[config.mk]
export PLATFORM = sky130hd
export DESIGN_NAME = hazard_fwd_ctrl
export DESIGN_NICKNAME = d
export VERILOG_FILES = /design/src/rtl/hazard_fwd_ctrl_pkg.sv /design/src/rtl/hazard_fwd_ctrl_fwd_port_sel.sv /design/src/rtl/hazard_fwd_ctrl.sv
export SDC_FILE = /design/constraint.sdc
export NUM_CORES = 1
export LEC_CHECK = 0
export BUFFER_PORTS_ARGS = -buffer_cell sky130_fd_sc_hd__buf_4
export CAP_MARGIN = 20
export CORE_UTILIZATION = 42
export CTS_CLUSTER_SIZE = 20
export DETAILED_ROUTE_END_ITERATION = 12
export PLACE_DENSITY_LB_ADDON = 0.15
export SYNTH_ARGS = -nofsm -noshare
export SYNTH_HDL_FRONTEND = slang
export SYNTH_SLANG_ARGS = --single-unit
export TNS_END_PERCENT = 20
[constraint.sdc]
create_clock -name clk_i -period 2.7 [get_ports clk_i]
set_clock_uncertainty 0.1 [all_clocks]
set_input_delay 0.27 -clock clk_i [delete_from_list [all_inputs] [get_ports clk_i]]
set_output_delay 0.27 -clock clk_i [all_outputs]
set_load 0.02 [all_outputs]
[src/rtl/hazard_fwd_ctrl_pkg.sv]
// Shared definitions for the forwarding/hazard controller: the x0 register
// number, the load-tracker state encoding and the forwarding-select width.
package hazard_fwd_ctrl_pkg;

    localparam int unsigned REG_X0 = 0;

    typedef enum logic [0:0] {
        ST_IDLE = 1'b0,
        ST_WAIT = 1'b1
    } ld_state_e;

    // Select code NSTG means "no matching stage", hence one spare code.
    function automatic int unsigned fwd_sel_w(input int unsigned nstg);
        return $clog2(nstg + 1);
    endfunction

endpackage

[src/rtl/hazard_fwd_ctrl_fwd_port_sel.sv]
// One source operand's priority match across the forwarding stages: picks the
// youngest matching writer and forwards it if ready, otherwise flags a hazard.
module fwd_port_sel
    import hazard_fwd_ctrl_pkg::*;
#(
    parameter int unsigned XLEN = 32,
    parameter int unsigned RAW  = 5,
    parameter int unsigned NSTG = 3
) (
    input  logic [RAW-1:0]       i_rs,
    input  logic                 i_used,
    input  logic [NSTG-1:0]      i_stg_valid,
    input  logic [NSTG-1:0]      i_stg_we,
    input  logic [NSTG*RAW-1:0]  i_stg_rd,
    input  logic [NSTG-1:0]      i_stg_rdy,
    input  logic [NSTG*XLEN-1:0] i_stg_dat,
    output logic                 o_en,
    output logic [XLEN-1:0]      o_dat,
    output logic                 o_hazard
);

    localparam int unsigned SELW = fwd_sel_w(NSTG);

    logic [NSTG-1:0] w_match;
    logic [SELW-1:0] w_sel;

    // Per-stage match of this operand against each in-flight destination
    always_comb begin
        w_match = '0;
        for (int s = 0; s < int'(NSTG); s++) begin
            w_match[s] = i_used && (i_rs != RAW'(REG_X0)) && i_stg_valid[s] && i_stg_we[s]
                         && (i_stg_rd[s*RAW +: RAW] == i_rs);
        end
    end

    // Youngest match wins: scan oldest to youngest so lower indices overwrite
    always_comb begin
        w_sel = SELW'(NSTG);
        for (int s = int'(NSTG) - 1; s >= 0; s--) begin
            if (w_match[s]) begin
                w_sel = SELW'(s);
            end else begin
                w_sel = w_sel;
            end
        end
    end

    // A not-ready winner blocks forwarding even if an older stage is ready
    always_comb begin
        o_en     = 1'b0;
        o_dat    = '0;
        o_hazard = 1'b0;
        for (int s = 0; s < int'(NSTG); s++) begin
            if (w_sel == SELW'(s)) begin
                if (i_stg_rdy[s]) begin
                    o_en  = 1'b1;
                    o_dat = i_stg_dat[s*XLEN +: XLEN];
                end else begin
                    o_hazard = 1'b1;
                end
            end else begin
                o_en = o_en;
            end
        end
    end

endmodule

[src/rtl/hazard_fwd_ctrl.sv]
// Forwarding and hazard controller beside decode: per-operand forwarding,
// single outstanding load tracking, stall generation and stall statistics.
module hazard_fwd_ctrl
    import hazard_fwd_ctrl_pkg::*;
#(
    parameter int unsigned XLEN = 32,
    parameter int unsigned RAW  = 5,
    parameter int unsigned NRD  = 2,
    parameter int unsigned NSTG = 3,
    parameter int unsigned CNTW = 16
) (
    input  logic                 clk_i,
    input  logic                 rst_i,
    input  logic [NRD*RAW-1:0]   id_rs_i,
    input  logic [NRD-1:0]       id_rs_used_i,
    input  logic [NSTG-1:0]      stg_valid_i,
    input  logic [NSTG-1:0]      stg_we_i,
    input  logic [NSTG*RAW-1:0]  stg_rd_i,
    input  logic [NSTG-1:0]      stg_rdy_i,
    input  logic [NSTG*XLEN-1:0] stg_dat_i,
    input  logic                 mem_req_i,
    input  logic [RAW-1:0]       mem_rd_i,
    input  logic                 mem_ack_i,
    output logic [NRD-1:0]       fwd_en_o,
    output logic [NRD*XLEN-1:0]  fwd_dat_o,
    output logic                 stall_o,
    output logic [CNTW-1:0]      stall_cnt_o,
    output logic                 err_o
);

    ld_state_e       r_state;
    logic [RAW-1:0]  r_pend_rd;
    logic [CNTW-1:0] r_stall_cnt;
    logic            r_err;

    logic [NRD-1:0]      w_en;
    logic [NRD*XLEN-1:0] w_dat;
    logic [NRD-1:0]      w_haz;
    logic [NRD-1:0]      w_haz_ld;

    for (genvar p = 0; p < int'(NRD); p++) begin : g_port
        fwd_port_sel #(
            .XLEN (XLEN),
            .RAW  (RAW),
            .NSTG (NSTG)
        ) u_sel (
            .i_rs        (id_rs_i[p*RAW +: RAW]),
            .i_used      (id_rs_used_i[p]),
            .i_stg_valid (stg_valid_i),
            .i_stg_we    (stg_we_i),
            .i_stg_rd    (stg_rd_i),
            .i_stg_rdy   (stg_rdy_i),
            .i_stg_dat   (stg_dat_i),
            .o_en        (w_en[p]),
            .o_dat       (w_dat[p*XLEN +: XLEN]),
            .o_hazard    (w_haz[p])
        );
    end

    // Load-use hazard: operand reads the register the pending load will write
    always_comb begin
        w_haz_ld = '0;
        for (int p = 0; p < int'(NRD); p++) begin
            w_haz_ld[p] = (r_state == ST_WAIT) && !mem_ack_i && id_rs_used_i[p]
                          && (id_rs_i[p*RAW +: RAW] != RAW'(REG_X0))
                          && (id_rs_i[p*RAW +: RAW] == r_pend_rd);
        end
    end

    assign fwd_en_o    = rst_i ? '0 : w_en;
    assign fwd_dat_o   = rst_i ? '0 : w_dat;
    assign stall_o     = !rst_i && ((|w_haz) || (|w_haz_ld));
    assign stall_cnt_o = r_stall_cnt;
    assign err_o       = r_err;

    // Load tracker FSM, pending destination, saturating stall counter, error flag
    always_ff @(posedge clk_i or posedge rst_i) begin
        if (rst_i) begin
            r_state     <= ST_IDLE;
            r_pend_rd   <= '0;
            r_stall_cnt <= '0;
            r_err       <= 1'b0;
        end else begin
            if (stall_o && (r_stall_cnt != {CNTW{1'b1}})) begin
                r_stall_cnt <= r_stall_cnt + CNTW'(1);
            end else begin
                r_stall_cnt <= r_stall_cnt;
            end
            case (r_state)
                ST_IDLE: begin
                    if (mem_req_i) begin
                        r_state   <= ST_WAIT;
                        r_pend_rd <= mem_rd_i;
                    end else begin
                        r_state <= ST_IDLE;
                    end
                end
                ST_WAIT: begin
                    if (mem_ack_i && mem_req_i) begin
                        r_pend_rd <= mem_rd_i;
                    end else if (mem_ack_i) begin
                        r_state <= ST_IDLE;
                    end else if (mem_req_i) begin
                        r_err <= 1'b1;
                    end else begin
                        r_state <= ST_WAIT;
                    end
                end
                default: begin
                    r_state <= ST_IDLE;
                end
            endcase
        end
    end

endmodule

==> results of run 1 <==
layout make-up:
type	instances	area (sq um)	share of cell area
clock buffer	3	41.3	0.00806
clock inverter	1	7.51	0.00147
inverter	2	7.51	0.00147
multi-input combinational	341	2400	0.469
sequential	23	576	0.112
tap	96	120	0.0234
timing repair buffer	246	1970	0.385
timing repair:
item,CTS,global route
buffers inserted,1,1
pin swaps,2,6
endpoints found under the hold margin,9,0
setup endpoints to repair,33,62
gates cloned,1,1
hold buffers,1,0
resized for setup,8,17
layout by cell type (no fill, tap or decap), types with 2 or more instances in the layout:
cell,instances
nor4_1,3
a21oi_1,51
and3_1,5
nand2b_1,2
nand3_1,14
mux2_2,5
nor4b_2,3
nand4_1,9
dfrtp_1,23
nor3_2,8
nor4_2,4
buf_6,7
buf_12,4
clkbuf_8,3
xor2_1,27
xnor2_1,27
inv_1,2
buf_4,231
a22oi_1,8
nand2_1,65
and2_1,4
a21oi_2,12
a32oi_1,56
nor2_1,13
cell families (layout without fill, tap and decap cells):
kind of cell,after synthesis,in the layout
AO/OA/AOI/OAI,138,138
XOR/XNOR,54,54
adder cells (fa/ha/maj),1,1
buffers and inverters,51,252
flip-flops,23,23
multiplexers,7,7
AND/OR/NAND/NOR,141,141
metrics by stage:
| step | worst slack [ns] | hold WS [ns] | area, sq um | std cells |
|---|---|---|---|---|
| 3_3_place_gp | -0.102 | 0.228 | 4900 | 703 |
| 5_1_grt | -0.0360 | 0.108 | 5120 | 712 |
| 6_report | 0.0221 | 0.103 | 5120 | 712 |
| 3_5_place_dp | -0.199 | 0.230 | 4900 | 703 |
| 4_1_cts | -0.0265 | 0.103 | 5030 | 710 |
| 2_1_floorplan | -0.0738 | 0.273 | 3120 | 415 |
synth_stat cells (all sizes together), types with 2 or more instances:
library cell	instances
nand2	66
a21oi	64
a32oi	56
clkbuf	42
xnor2	27
xor2	27
dfrtp	23
nand3	14
nor2	14
nand4	9
nor3	9
a22oi	8
buf	7
mux2	7
nor4	7
and2	5
and3	5
nor4b	4
o21ai	3
a211oi	2
inv	2
nand2b	2
or4	2
per-layer routing:
layer | part of all wire | vias to the layer above | wire length, microns | GRT usage
met5 | 0 | - | 0 | 0
met2 | 0.51 | 201 | 6600 | 0.541
met3 | 0.078 | 24 | 1010 | 0.0405
li1 | - | 1955 | - | -
met4 | 0.021 | 0 | 276 | 0.0894
met1 | 0.39 | 2003 | 5020 | 0.382
power by group through the flow:
stage / combinational, uW / sequential [uW] / clock (uW)
4_1_cts: 457 / 400 / 221
3_5_place_dp: 449 / 407 / 0
2_1_floorplan: 182 / 420 / 0
3_3_place_gp: 437 / 405 / 0
6_report: 463 / 401 / 222
5_1_grt: 493 / 402 / 235
flip-flops by register name (all words and copies together) (netlist names):
register     cells
stall_cnt_o     16
r_pend_rd        5
err_o            1
r_state          1
worst max path at each step:
stage / startpoint / endpoint / slack (ns) / cells past startpoint
after floorplan: id_rs_i[7] / fwd_dat_o[40] / -0.07 / 10
after global placement: id_rs_i[6] / fwd_dat_o[32] / -0.10 / 10
after detailed placement: id_rs_i[7] / fwd_dat_o[32] / -0.20 / 11
after CTS: id_rs_i[7] / fwd_dat_o[60] / -0.03 / 11
after global routing: id_rs_i[6] / stall_o / -0.04 / 12
final: id_rs_i[6] / fwd_en_o[1] / 0.02 / 12
critical path: stages:
cell      delay [ns]
buf_4           0.11
or4_4           0.53
o21ai_4         0.20
buf_4           0.14
buf_4           0.10
buf_4           0.11
nor4b_4         0.04
and2_4          0.21
buf_16          0.16
a211oi_2        0.19
nor2_1          0.05
buf_4           0.19
==> qor.yml, run 1 <==
status: "completed"
synth-xor-area-share: 0.153
cts_tree: "yes"
relSlewSlack: 0.449
vias: 4183
io_buffers: 224
synthTopCellsByArea: "dfrtp_1 19%, a32oi_1 16%, a21oi_1 10%"
clkPwrFrac: 0.204
cp-start-kind: "primary input"
synth_edf_count: 0
syn-cell-area_sq_um: 3090
synth_compound_area_frac: 0.312
cts_buffers: 3
synthCells: 415
rsz0062_at_grt: "true"
p_int_uw: 725
clk_path_buf_depth: 2
avgSynthCellArea_sq_um: 7.45
die_y_microns: 87.8
clk_latency_ns: 0.27
r2r_cells: 8
post-route-util: 0.738
grt_pass1_vias: 3863
root_buffer: "clkbuf_8"
drv_cap: 0
synth_mux_area_frac: 0.0267
p_leak_uw: 0.00216
overflow: 0
start_util: 0.445
hold_depth: 3
r2r_end: "stall_cnt_o[5]"
die_w_microns: 87.8
ys.warnings.count: 0
min_from: "mem_req_i"
io_pins: 225
arrival_ns: 2.31
path_class: "primary input to output pin"
syn_to_final_growth_pct: 65.8
firstDrtPassIters: 5
hold_class: "primary input to flip-flop"
irDropWorstVdd_mv: 0.350
detail-route-antenna-nets: 0
synth.distinct_cells: 39
ys.flop_type: "dfrtp_1"
path_clk_slew_ns: 0.09
diodes: 0
drc: 0
async_flop_share: 1.00
final-max-slew-violation-count: 0
antenna_found_initial: 0
synthAdderAreaFrac: 0.00405
fmax_ghz: 0.373
gp_congestion: 0.876
synth_simple_gate_area_frac: 0.249
power_uw: 1090
setup_viol: 0
cts.sinks: 23
p_sw_uw: 360
finalHoldViolations: 0
powerDensity_nw_per_um2: 212
grt_max_degree: 72
rows: 30
syn_nets: 557
cp.required_ns: 2.33
critPathCaptureType: "output pin"
comb_power_share: 0.427
switching_share: 0.332
core_sq_um: 6940
worstHoldEndpoint: "r_state"
grt_pass1_wl_microns: 18700
wl_per_cell_microns: 18.1
ff2ff_setup_slack_ns: 0.49
fin_crit_sh: 0.992
worst_slew_pin_slew_ns: 0.827
synth_top_cell_by_area: "dfrtp_1"
dieArea_sq_um: 7710
cts-htree-levels: 1
drive_above_1_share: 0.482
synth_seq_cells: 23
drt-vias-per-instance: 5.88
gr-usage-all-layers: 0.304
seqPwrFrac: 0.369
layout.nets: 759
reg2reg_from: "stall_cnt_o[5]"
fillCellCount: 562
tns_ns: 0
period_minus_slack_ns: 2.68
ys_seq_area_frac: 0.186
yosysTopAreaCellShare: 0.186
drtIter0Drc: 229
critPathMaxFanout: 16
drt_wl_total_microns: 12900
synth_top_family_by_area: "compound AO/OA/AOI/OAI gates"
hpwl_microns: 9270
(Power assumes the default switching activity.)
==> inputs of run 2 (changes only) <==
--- a/config.mk
+++ b/config.mk
@@ -10,7 +10,8 @@
 export CORE_UTILIZATION = 42
 export CTS_CLUSTER_SIZE = 20
 export DETAILED_ROUTE_END_ITERATION = 12
-export PLACE_DENSITY_LB_ADDON = 0.15
+export PLACE_DENSITY = 0.83
+export REMOVE_ABC_BUFFERS = 1
 export SYNTH_ARGS = -nofsm -noshare
 export SYNTH_HDL_FRONTEND = slang
 export SYNTH_SLANG_ARGS = --single-unit
==> run 2 against run 1 <==
Compared with the run above: non-clock buffer count rose by 3; register-to-register slack improved by 0.06 ns; power fell by 0.53%.
==> qor.yml, run 2 (synthesis gave the netlist of run 1 again) <==
clk_path_buf_depth: 2
cts_tree: "yes"
path_clk_slew_ns: 0.07
critPathCaptureType: "output pin"
drive_above_1_share: 0.477
layout.nets: 762
post-route-util: 0.730
overflow: 0
syn_to_final_growth_pct: 64.0
path_class: "primary input to output pin"
drt-vias-per-instance: 6.12
io_pins: 225
core_sq_um: 6940
status: "completed"
gp_congestion: 0.891
wl_per_cell_microns: 19.0
grt_pass1_wl_microns: 20100
finalHoldViolations: 0
final-max-slew-violation-count: 0
grtUsageMet2: 0.564
instances_no_fill: 715
rsz0062_at_grt: "true"
relSlewSlack: 0.557
ctsHoldBuffers: 0
worst_hold_slack_ns: 0.0341
fin_crit_sh: 0.999
cts_buffers: 3
hold_class: "primary input to async pin"
final_cell_mix: "243 x buf_4, 66 x nand2_1, 56 x a32oi_1, 56 x a21oi_1"
die_y_microns: 87.8
clk_latency_ns: 0.26
powerDensity_nw_per_um2: 213
p_leak_uw: 0.00217
grt_use_met3: 0.0716
tns_ns: 0
antenna_found_initial: 0
detail-route-antenna-nets: 0
cts-htree-levels: 1
power_uw: 1080
dieArea_sq_um: 7710
firstDrtPassIters: 5
rows: 30
cp-start-kind: "primary input"
dp_cells: 709
vias: 4378
diodes: 0
grt_pass1_vias: 4071
setup_viol: 0
top_usage_layer: "met2"
root_buffer: "clkbuf_8"
arrival_ns: 2.33
period_minus_slack_ns: 2.70
worst_slew_pin_slew_ns: 0.664
fmax_ghz: 0.371
die_w_microns: 87.8
critPathMaxFanout: 21
cp.required_ns: 2.33
gr-usage-all-layers: 0.331
io_buffers: 224
final_common_cell: "buf_4"
grt_use_met1: 0.392
drt_wl_total_microns: 13600
grt_max_degree: 68
start_util: 0.445
drc: 0
drtIter0Drc: 294
largest_reg_flops: 16
drv_cap: 0
cts.sinks: 23
irDropWorstVdd_mv: 0.406
hpwl_microns: 10200
[run 2: cell types whose count changed in the layout (fill, tap and decap cells not counted), moves of 3 or more]
cell / previous run / this run
buf_6: 7 / 0
and2_4: 1 / 4
buf_4: 231 / 243
and2_1: 4 / 1
a21oi_2: 12 / 8
a21oi_1: 51 / 56
[run 2: worst paths after layout]
path                               from               to  slack (ns)  cells past startpoint
max in group asynchronous         rst_i   stall_cnt_o[4]        1.92                      3
setup reg to reg           r_pend_rd[2]  stall_cnt_o[14]        0.55                      8
setup / recovery             id_rs_i[7]    fwd_dat_o[35]       0.004                     11
hold reg to reg                   err_o            err_o        0.39                      1
min in group clk_i            mem_req_i          r_state        0.11                      3
hold / removal                    rst_i  stall_cnt_o[12]        0.03                      2
[run 2: metal layers]
layer / share of wire / wire, microns
met1: 0.36 / 4960
met2: 0.50 / 6750
met3: 0.089 / 1220
met4: 0.049 / 669
met5: 0 / 0
[run 2: critical path: stages]
cell and delay [ns]:
buf_4 0.11, buf_4 0.15, xor2_1 0.16, nor4_1 0.29, nand4_1 0.23, nor4b_4 0.31
and2_4 0.24, buf_12 0.16, nand2_1 0.08, a21oi_2 0.15, buf_4 0.16
[run 2: power breakdown]
| part | total [uW] | leakage [uW] | switching (uW) | internal [uW] |
|---|---|---|---|---|
| logic | 465 | 0.00185 | 215 | 250 |
| registers | 407 | 0.000300 | 36.1 | 371 |
| clock network | 208 | 0.0000228 | 102 | 105 |
[run 2: cell type report]
| type | count | area (sq um) |
|---|---|---|
| fill | 549 | 1880 |
| inverter | 2 | 7.51 |
| timing repair buffer | 249 | 1950 |
| clock buffer | 4 | 45.0 |
| sequential | 23 | 576 |
| tap | 96 | 120 |
| multi-input combinational | 341 | 2370 |
[run 2: per-stage QoR]
step                      cell area [sq um]  setup WS [ns]
after floorplan                        2890         -0.323
after global placement                 4930        -0.0584
after detailed placement               4930         -0.107
after CTS                              4980        0.00228
after global routing                   5070        -0.0402
final                                  5070        0.00381
[run 2: what timing repair did]
action,CTS,global route
resized for setup,3,16
pin swaps,0,4
cloned,0,1
endpoints found under the setup margin,31,61
setup buffers,0,1
